**src/rtl/dp_action_pkg.sv**
```systemverilog
// Shared definitions for the action transmit engine: action-word field
// positions, Ethernet/VLAN/IPv4 byte offsets and the FSM state encoding.
package dp_action_pkg;

    // Action word field positions
    localparam int unsigned ACT_DROP      = 0;
    localparam int unsigned ACT_DEC_TTL   = 1;
    localparam int unsigned ACT_SET_DSCP  = 2;
    localparam int unsigned ACT_DSCP_LSB  = 3;
    localparam int unsigned ACT_DSCP_W    = 6;
    localparam int unsigned ACT_SET_VID   = 9;
    localparam int unsigned ACT_VID_LSB   = 10;
    localparam int unsigned ACT_VID_W     = 12;
    localparam int unsigned ACT_PORT_LSB  = 22;
    localparam int unsigned ACT_PORT_W    = 4;
    localparam int unsigned ACT_USED_BITS = 26;

    // Header byte offsets
    localparam int unsigned ETH_IP_BASE   = 14;
    localparam int unsigned VLAN_IP_BASE  = 18;
    localparam int unsigned VLAN_TCI_OFS  = 14;
    localparam int unsigned IP_TOS_OFS    = 1;
    localparam int unsigned IP_TTL_OFS    = 8;
    localparam int unsigned IP_CSUM_OFS   = 10;
    localparam int unsigned IP_MIN_LEN    = 20;

    typedef enum logic {
        ST_IDLE = 1'b0,
        ST_SEND = 1'b1
    } tx_state_t;

    // Edit controls retained for the packet in flight (drop is consumed at acceptance)
    typedef struct packed {
        logic        dec_ttl;
        logic        set_dscp;
        logic [5:0]  dscp;
        logic        set_vid;
        logic [11:0] vid;
        logic [3:0]  port;
    } action_t;

endpackage

```
**src/rtl/ipv4_csum_update.sv**
```systemverilog
// Incremental IPv4 header checksum update (RFC 1624) for two changed
// 16-bit words: HC' = ~(~HC + ~m0 + m0' + ~m8 + m8'), end-around carry.
module ipv4_csum_update
    import dp_action_pkg::*;
(
    input  logic [15:0] csum_old,
    input  logic [15:0] m0_old,
    input  logic [15:0] m0_new,
    input  logic [15:0] m8_old,
    input  logic [15:0] m8_new,
    output logic [15:0] csum_new
);

    logic [15:0] n_csum, n_m0, n_m8;
    logic [18:0] sum;
    logic [16:0] fold1;
    logic [15:0] fold2;

    // Ones' complement sum of five 16-bit terms, folded back to 16 bits
    always_comb begin
        n_csum   = ~csum_old;
        n_m0     = ~m0_old;
        n_m8     = ~m8_old;
        sum      = {3'b000, n_csum} + {3'b000, n_m0} + {3'b000, m0_new}
                 + {3'b000, n_m8} + {3'b000, m8_new};
        fold1    = {1'b0, sum[15:0]} + {14'd0, sum[18:16]};
        fold2    = fold1[15:0] + {15'd0, fold1[16]};
        csum_new = ~fold2;
    end

endmodule

```
**src/rtl/action_tx_engine.sv**
```systemverilog
// Action transmit engine: accepts a header descriptor plus action word,
// drops it or streams the edited header bytes out one per handshake.
// Optional feature macro: ACTION_TX_CSUM_FIX_EN (incremental IPv4 checksum fix).
module action_tx_engine
    import dp_action_pkg::*;
#(
    parameter int unsigned HDR_BYTES = 192,
    parameter int unsigned CNT_W     = 16
) (
    input  logic                   clk,
    input  logic                   rst_n,
    input  logic                   hdr_valid,
    input  logic [8*HDR_BYTES-1:0] hdr_flat,
    input  logic [8:0]             hdr_len,
    input  logic                   has_vlan,
    input  logic                   is_ipv4,
    input  logic                   act_valid,
    input  logic [63:0]            action,
    output logic                   in_ready,
    output logic                   tx_valid,
    output logic [7:0]             tx_data,
    output logic                   tx_last,
    input  logic                   tx_ready,
    output logic [3:0]             tx_port,
    output logic [CNT_W-1:0]       tx_pkt_cnt,
    output logic [CNT_W-1:0]       drop_cnt
);

    tx_state_t              state_q, state_d;
    logic [8*HDR_BYTES-1:0] hdr_q;
    logic [8:0]             len_q, idx_q;
    logic                   vlan_q, ip_ok_q;
    action_t                act_q, act_in;
    logic [8:0]             base_in, base_q;
    logic                   ip_ok_in, drop_in, accept, fire, last_byte;
    logic [7:0]             ttl_in, raw, out_byte;
    logic [CNT_W-1:0]       pkt_cnt_q, drop_cnt_q;
    logic                   act_unused;

    function automatic logic [7:0] byte_at(input logic [8*HDR_BYTES-1:0] flat,
                                           input logic [8:0] k);
        byte_at = '0;
        for (int unsigned i = 0; i < HDR_BYTES; i++) begin
            if (k == 9'(i)) byte_at = flat[8*i +: 8];
        end
    endfunction

    assign act_unused = ^action[63:ACT_USED_BITS];

    // Decode the incoming action and decide whether the descriptor is dropped
    always_comb begin
        act_in.dec_ttl  = action[ACT_DEC_TTL];
        act_in.set_dscp = action[ACT_SET_DSCP];
        act_in.dscp     = action[ACT_DSCP_LSB +: ACT_DSCP_W];
        act_in.set_vid  = action[ACT_SET_VID];
        act_in.vid      = action[ACT_VID_LSB +: ACT_VID_W];
        act_in.port     = action[ACT_PORT_LSB +: ACT_PORT_W];
        base_in         = has_vlan ? 9'(VLAN_IP_BASE) : 9'(ETH_IP_BASE);
        ip_ok_in        = is_ipv4 && (hdr_len >= base_in + 9'(IP_MIN_LEN));
        ttl_in          = byte_at(hdr_flat, base_in + 9'(IP_TTL_OFS));
        drop_in         = action[ACT_DROP] || (hdr_len == '0) || (32'(hdr_len) > HDR_BYTES)
                       || (act_in.dec_ttl && ip_ok_in && (ttl_in <= 8'd1));
    end

    assign accept    = in_ready && hdr_valid && act_valid;
    assign fire      = tx_valid && tx_ready;
    assign last_byte = (idx_q == len_q - 9'd1);
    assign base_q    = vlan_q ? 9'(VLAN_IP_BASE) : 9'(ETH_IP_BASE);

    // State register
    always_ff @(posedge clk or negedge rst_n) begin
        if (!rst_n) state_q <= ST_IDLE;
        else        state_q <= state_d;
    end

    // Next-state logic
    always_comb begin
        state_d = state_q;
        case (state_q)
            ST_IDLE: if (accept && !drop_in) state_d = ST_SEND;
            ST_SEND: if (fire && last_byte)  state_d = ST_IDLE;
            default: state_d = ST_IDLE;
        endcase
    end

    // Outputs derived from state and the latched packet
    always_comb begin
        in_ready = (state_q == ST_IDLE);
        tx_valid = (state_q == ST_SEND);
        tx_last  = tx_valid && last_byte;
        tx_data  = tx_valid ? out_byte : '0;
        tx_port  = act_q.port;
    end

`ifdef ACTION_TX_CSUM_FIX_EN
    logic [15:0] csum_old, csum_new, m0_old, m0_new, m8_old, m8_new;
    logic [7:0]  tos_old, ttl_old;

    // Collect the original and edited IPv4 words feeding the checksum fix
    always_comb begin
        tos_old  = byte_at(hdr_q, base_q + 9'(IP_TOS_OFS));
        ttl_old  = byte_at(hdr_q, base_q + 9'(IP_TTL_OFS));
        m0_old   = {byte_at(hdr_q, base_q), tos_old};
        m0_new   = {m0_old[15:8], act_q.set_dscp ? {act_q.dscp, tos_old[1:0]} : tos_old};
        m8_old   = {ttl_old, byte_at(hdr_q, base_q + 9'(IP_TTL_OFS + 1))};
        m8_new   = {act_q.dec_ttl ? ttl_old - 8'd1 : ttl_old, m8_old[7:0]};
        csum_old = {byte_at(hdr_q, base_q + 9'(IP_CSUM_OFS)),
                    byte_at(hdr_q, base_q + 9'(IP_CSUM_OFS + 1))};
    end

    ipv4_csum_update u_csum (
        .csum_old (csum_old),
        .m0_old   (m0_old),
        .m0_new   (m0_new),
        .m8_old   (m8_old),
        .m8_new   (m8_new),
        .csum_new (csum_new)
    );
`endif

    // Edited byte at the current index, applied on the fly to the latched header
    always_comb begin
        raw      = byte_at(hdr_q, idx_q);
        out_byte = raw;
        if (ip_ok_q && act_q.set_dscp && idx_q == base_q + 9'(IP_TOS_OFS))
            out_byte = {act_q.dscp, raw[1:0]};
        if (ip_ok_q && act_q.dec_ttl && idx_q == base_q + 9'(IP_TTL_OFS))
            out_byte = raw - 8'd1;
`ifdef ACTION_TX_CSUM_FIX_EN
        if (ip_ok_q && (act_q.dec_ttl || act_q.set_dscp)) begin
            if (idx_q == base_q + 9'(IP_CSUM_OFS))     out_byte = csum_new[15:8];
            if (idx_q == base_q + 9'(IP_CSUM_OFS + 1)) out_byte = csum_new[7:0];
        end
`endif
        if (vlan_q && act_q.set_vid && idx_q == 9'(VLAN_TCI_OFS))
            out_byte = {raw[7:4], act_q.vid[11:8]};
        if (vlan_q && act_q.set_vid && idx_q == 9'(VLAN_TCI_OFS + 1))
            out_byte = act_q.vid[7:0];
    end

    // Latch the accepted descriptor and walk the byte index on each handshake
    always_ff @(posedge clk or negedge rst_n) begin
        if (!rst_n) begin
            hdr_q   <= '0;
            len_q   <= '0;
            idx_q   <= '0;
            vlan_q  <= 1'b0;
            ip_ok_q <= 1'b0;
            act_q   <= '0;
        end else if (accept && !drop_in) begin
            hdr_q   <= hdr_flat;
            len_q   <= hdr_len;
            idx_q   <= '0;
            vlan_q  <= has_vlan;
            ip_ok_q <= ip_ok_in;
            act_q   <= act_in;
        end else if (fire) begin
            idx_q   <= idx_q + 9'd1;
        end
    end

    // Statistics counters, wrapping naturally at 2^CNT_W
    always_ff @(posedge clk or negedge rst_n) begin
        if (!rst_n) begin
            pkt_cnt_q  <= '0;
            drop_cnt_q <= '0;
        end else begin
            if (accept && drop_in)  drop_cnt_q <= drop_cnt_q + CNT_W'(1);
            if (fire && last_byte)  pkt_cnt_q  <= pkt_cnt_q + CNT_W'(1);
        end
    end

    assign tx_pkt_cnt = pkt_cnt_q;
    assign drop_cnt   = drop_cnt_q;

endmodule

```
**config.mk**
```make
export PLATFORM = sky130hd
export DESIGN_NAME = action_tx_engine
export DESIGN_NICKNAME = d
export VERILOG_FILES = /design/src/rtl/dp_action_pkg.sv /design/src/rtl/ipv4_csum_update.sv /design/src/rtl/action_tx_engine.sv
export SDC_FILE = /design/constraint.sdc
export NUM_CORES = 2
export LEC_CHECK = 0
export CELL_PAD_IN_SITES_DETAIL_PLACEMENT = 1
export CELL_PAD_IN_SITES_GLOBAL_PLACEMENT = 1
export CORE_AREA = 2 2 642 644
export DETAILED_ROUTE_END_ITERATION = 8
export DIE_AREA = 0 0 644 646
export PLACE_DENSITY_LB_ADDON = 0.05
export SYNTH_ARGS = -nofsm -noshare
export SYNTH_HDL_FRONTEND = slang
export SYNTH_SLANG_ARGS = --single-unit
```
**constraint.sdc**
```tcl
create_clock -name clk -period 6.05 [get_ports clk]
set_input_delay 1.21 -clock clk [delete_from_list [all_inputs] [get_ports clk]]
set_output_delay 1.21 -clock clk [all_outputs]
set_load 0.02 [all_outputs]
```
==> flow_summary.rst <==
.. list-table::
   :header-rows: 1

   * - Metric
     - Value
   * - Number of vias per cell after detailed routing
     - 5.03
   * - Highest Clock Rate
     - 138 MHz
   * - Clk pin slew, worst setup/hold paths
     - 0.06 ns
   * - GRT overflow
     - 0
   * - Cell depth of the worst flop-to-flop path
     - 11
   * - Post-route clock skew
     - between 0.04 and 0.05 ns
   * - Post-layout util
     - 31.6%
   * - DRC violation total after the first TritonRoute iteration
     - 8678
   * - Port bufs
     - 1624
   * - DIE HEIGHT
     - 646 um
   * - Number of buffers created by CTS
     - roughly 220
   * - TritonCTS clock tree
     - done
   * - Violated checks
     - negative setup slack
   * - Met1 Resource Use GR
     - 41.3%
   * - Via count of the first global-routing pass
     - between 100k and 150k
   * - Data arrival time at the worst-slack endpoint
     - 6.04 ns
   * - Total GRT Usage
     - 36.8%
   * - Number of register bits inferred by synthesis
     - 1614
   * - Mapped cell area
     - a little over 0.08 mm^2
   * - Tightest slew margin relative to the limit
     - between 7 and 8%
   * - I/O pin count
     - 1663
   * - H-tree depth reported by CTS
     - 4
   * - Maximum number of pins on one net before global-route repair
     - between 100 and 150
   * - CTS root buf
     - sky130_fd_sc_hd__clkbuf_16
   * - Outcome
     - complete, but fails checks
   * - X dimension of the die
     - 644 um
   * - DRT Wirelength
     - 788 mm
   * - P per Cell Area
     - roughly 530 mW/mm^2
   * - Share of synthesized registers carrying an async set or reset
     - 100%
   * - Path type of the worst setup path
     - reg2out
   * - Syn nets
     - 11900
   * - Crit share post-route
     - 120%
   * - Crit path launch type
     - flop
   * - Average instance area after synthesis
     - a little under 8 um^2
   * - Routed WL per cell
     - 41.6 um
   * - Floorplan Core Area
     - 0.409 mm^2
   * - Final instance area
     - 0.129 mm^2
   * - Initial antenna violation count
     - 165
   * - Number of distinct library cell variants in the gate-level netlist after synthesis
     - approximately 110
   * - Drc violations
     - 0
   * - Clock insertion delay at the later pin of the skew report
     - approximately 1 ns
   * - Data required time of the worst path
     - 4.84 ns
   * - Tightest Hold Check Type
     - in2async
   * - Relative area change from synthesis to final layout
     - 59.5%
   * - Share of post-route cells with drive strength above 1
     - 20.1%
   * - Gate Count Post-Synth
     - 10300
   * - RD Place Congestion
     - approximately 0.99
   * - Finished Layout Cells
     - ~19000
   * - Met2 Resource Use GR
     - about 64%
   * - M3 GR Usage
     - about 5.3%
   * - Top FF cell, synth
     - sky130_fd_sc_hd__dfrtp_1
   * - Sequential fraction of the synthesis area
     - 49.9%
   * - Cell area after placement
     - 0.118 mm^2
   * - First-pass detailed-route iteration total
     - 5
   * - Aggregate negative setup slack
     - -8.59 ns
   * - Setup slack of the critical path after layout
     - -1.20 ns
   * - Clock sink count
     - 1614
   * - Transition time at the pin with the least slew margin
     - about 1.4 ns
   * - IR Drop Worst-Case VDD
     - about 0.25 mV
   * - Vias post-DR
     - 95200
   * - Leakage component of the power
     - ~61 nW
   * - Warnings, synthesis
     - 0
   * - HPWL reported at the end of detailed placement
     - 655 mm
   * - Final critical path time including I/O delays and setup
     - 7.25 ns
   * - Antenna violation net count after detailed routing
     - 0
   * - Row Count
     - 235
   * - CP max FO
     - 18
   * - Number of nets in the layout
     - 14800
   * - Global route hottest layer
     - met2
   * - Unrepaired setup endpoints after global routing
     - yes
   * - Total placed cells including tap cells
     - around 18000
   * - Floorplan die area
     - 0.416 mm^2
   * - Final-report hold violation count
     - 0
   * - Kind of end point of the critical path
     - primary output
   * - Count of flip-flops with a built-in enable after synthesis
     - 0
   * - Wire length of the first global-routing pass
     - 1020 mm
   * - Deepest clock path buffer count
     - 4
   * - Effective utilization at floorplan
     - 19.8%
   * - Number of setup violations in the final report
     - 8
   * - Max Slew Vio Count
     - 0
   * - Max-capacitance violation count
     - 0
==> worst max-delay path, stage by stage, from the launching register on <==
cell,delay [ns]
sky130_fd_sc_hd__dfrtp_1,0.42
sky130_fd_sc_hd__buf_6,0.15
sky130_fd_sc_hd__ha_4,0.19
sky130_fd_sc_hd__buf_12,0.15
sky130_fd_sc_hd__or4b_4,0.30
sky130_fd_sc_hd__buf_12,0.20
sky130_fd_sc_hd__buf_4,0.34
sky130_fd_sc_hd__a31oi_1,0.40
sky130_fd_sc_hd__buf_4,0.27
sky130_fd_sc_hd__a211oi_1,0.45
sky130_fd_sc_hd__buf_4,0.20
sky130_fd_sc_hd__o21ai_0,0.17
sky130_fd_sc_hd__a211oi_2,0.26
sky130_fd_sc_hd__o2111ai_1,0.15
sky130_fd_sc_hd__o211ai_1,0.20
sky130_fd_sc_hd__buf_4,0.20
sky130_fd_sc_hd__buf_4,0.13
sky130_fd_sc_hd__nand3b_4,0.07
sky130_fd_sc_hd__nor4_4,0.22
sky130_fd_sc_hd__xnor2_1,0.12
sky130_fd_sc_hd__a211oi_2,0.25
sky130_fd_sc_hd__clkbuf_16,0.20
==> metal layers <==
layer	vias to the layer above	wire, um
met5	-	217
met4	34	63000
met3	1364	36300
met2	3853	390000
met1	49400	298000
li1	40500	-
==> layout by cell type, fill, tap and decap left out, types with 93 or more instances in the layout <==
| cell type | instances |
|---|---|
| sky130_fd_sc_hd__o22ai_1 | 162 |
| sky130_fd_sc_hd__nor2_1 | 295 |
| sky130_fd_sc_hd__buf_4 | 1533 |
| sky130_fd_sc_hd__clkbuf_16 | 216 |
| sky130_fd_sc_hd__o21ai_0 | 322 |
| sky130_fd_sc_hd__nor3_1 | 94 |
| sky130_fd_sc_hd__a21oi_1 | 372 |
| sky130_fd_sc_hd__buf_12 | 246 |
| sky130_fd_sc_hd__dfrtp_1 | 1607 |
| sky130_fd_sc_hd__nand2_1 | 4993 |
| sky130_fd_sc_hd__nand3_1 | 93 |
| sky130_fd_sc_hd__clkdlybuf4s50_1 | 1615 |
==> synthesized netlist by cell type (20+ instances only) <==
master / count / share of area [%]
sky130_fd_sc_hd__o31ai_1: 24 / 0.22
sky130_fd_sc_hd__o2bb2ai_1: 20 / 0.22
sky130_fd_sc_hd__dfrtp_1: 1614 / 50
sky130_fd_sc_hd__nor4_1: 40 / 0.31
sky130_fd_sc_hd__a211o_1: 20 / 0.22
sky130_fd_sc_hd__nand2b_1: 36 / 0.28
sky130_fd_sc_hd__o21ai_0: 364 / 2.3
sky130_fd_sc_hd__a22oi_1: 85 / 0.79
sky130_fd_sc_hd__a22o_1: 24 / 0.26
sky130_fd_sc_hd__o22ai_1: 184 / 1.4
sky130_fd_sc_hd__a221o_1: 45 / 0.56
sky130_fd_sc_hd__o211ai_1: 51 / 0.47
sky130_fd_sc_hd__nor2_1: 333 / 1.5
sky130_fd_sc_hd__or3_1: 26 / 0.20
sky130_fd_sc_hd__a211oi_1: 57 / 0.53
sky130_fd_sc_hd__a21oi_1: 414 / 2.6
sky130_fd_sc_hd__nand3_1: 95 / 0.59
sky130_fd_sc_hd__buf_1: 43 / 0.20
sky130_fd_sc_hd__a31oi_1: 60 / 0.46
sky130_fd_sc_hd__a2111oi_0: 29 / 0.31
sky130_fd_sc_hd__o32ai_1: 27 / 0.29
sky130_fd_sc_hd__nor3_1: 106 / 0.66
sky130_fd_sc_hd__inv_1: 31 / 0.14
sky130_fd_sc_hd__a221oi_1: 93 / 1.0
sky130_fd_sc_hd__a21o_1: 24 / 0.22
sky130_fd_sc_hd__o221ai_1: 81 / 0.88
sky130_fd_sc_hd__a32oi_1: 27 / 0.29
sky130_fd_sc_hd__nand2_1: 5018 / 23
sky130_fd_sc_hd__o2111ai_1: 31 / 0.34
sky130_fd_sc_hd__o21a_1: 28 / 0.26
sky130_fd_sc_hd__nor2b_1: 34 / 0.26
sky130_fd_sc_hd__xnor2_1: 38 / 0.41
sky130_fd_sc_hd__clkbuf_1: 523 / 2.4
sky130_fd_sc_hd__buf_2: 160 / 0.99
sky130_fd_sc_hd__nand4_1: 40 / 0.31
==> final timing paths <==
path | start | to | slack, ns
worst max-delay path | idx_q[1] | tx_data[7] | -1.20
worst min-delay path | rst_n | hdr_q[1424] | 0.08
worst max register to register | len_q[0] | tx_pkt_cnt[15] | 1.84
worst min register to register | hdr_q[147] | hdr_q[147] | 0.47
max in group asynchronous | rst_n | hdr_q[858] | 3.89
min in group clk | hdr_q[147] | hdr_q[147] | 0.47
==> metrics by stage <==
step | hold slack [ns] | setup WS, ns | total power [mW]
global placement | 0.453 | -2.22 | 51.9
global route | 0.0927 | -1.23 | 70.6
detailed placement | 0.458 | -2.32 | 52.0
CTS | 0.137 | -1.13 | 68.4
floorplan | 0.437 | 0.615 | 28.6
finish | 0.0771 | -1.20 | 69.0
==> what timing repair did <==
| item | CTS | global route |
|---|---|---|
| cloned | 5 | 0 |
| endpoints found under the setup margin | 8 | 9 |
| pin swaps | 132 | 28 |
| resized for setup | 539 | 86 |
| hold buffers | 0 | 0 |
| buffers inserted | 114 | 14 |
| hold endpoints to repair | 0 | 0 |
==> cell type report <==
type	count	area, um^2
antenna	78	195
clock buffer	295	6010
clock inverter	88	1330
fill	47500	280000
inverter	33	129
multi-input combinational	7853	40200
sequential	1614	40400
tap	5451	6820
timing repair buffer	3503	34000
==> power breakdown <==
group          switching (mW)  internal [mW]  total, mW
Sequential               8.31           16.0       24.4
Clock                    5.78           8.10       13.9
Combinational            18.7           12.1       30.8
==> flip-flops by register name, summed over array words and instances, names as in the netlist <==
register	cells
tx_valid	1
hdr_q	1536
ip_ok_q	1
len_q	9
idx_q	9
tx_pkt_cnt	16
act_q	21
vlan_q	1
tx_port	4
drop_cnt	16
==> cell families (layout without fill, tap and decap cells) <==
| kind of cell | Yosys count | count (layout) | synth area share (%) |
|---|---|---|---|
| compound gates | 1893 | 1893 | 15.9 |
| xor+xnor | 51 | 51 | 0.552 |
| fa+ha+maj | 9 | 9 | 0.139 |
| buf+inv | 790 | 3919 | 4.12 |
| flops | 1614 | 1614 | 49.9 |
| mux | 12 | 12 | 0.155 |
| other cells | 0 | 78 | 0 |
| simple gates | 5888 | 5888 | 29.2 |
(Power assumes the default switching activity.)
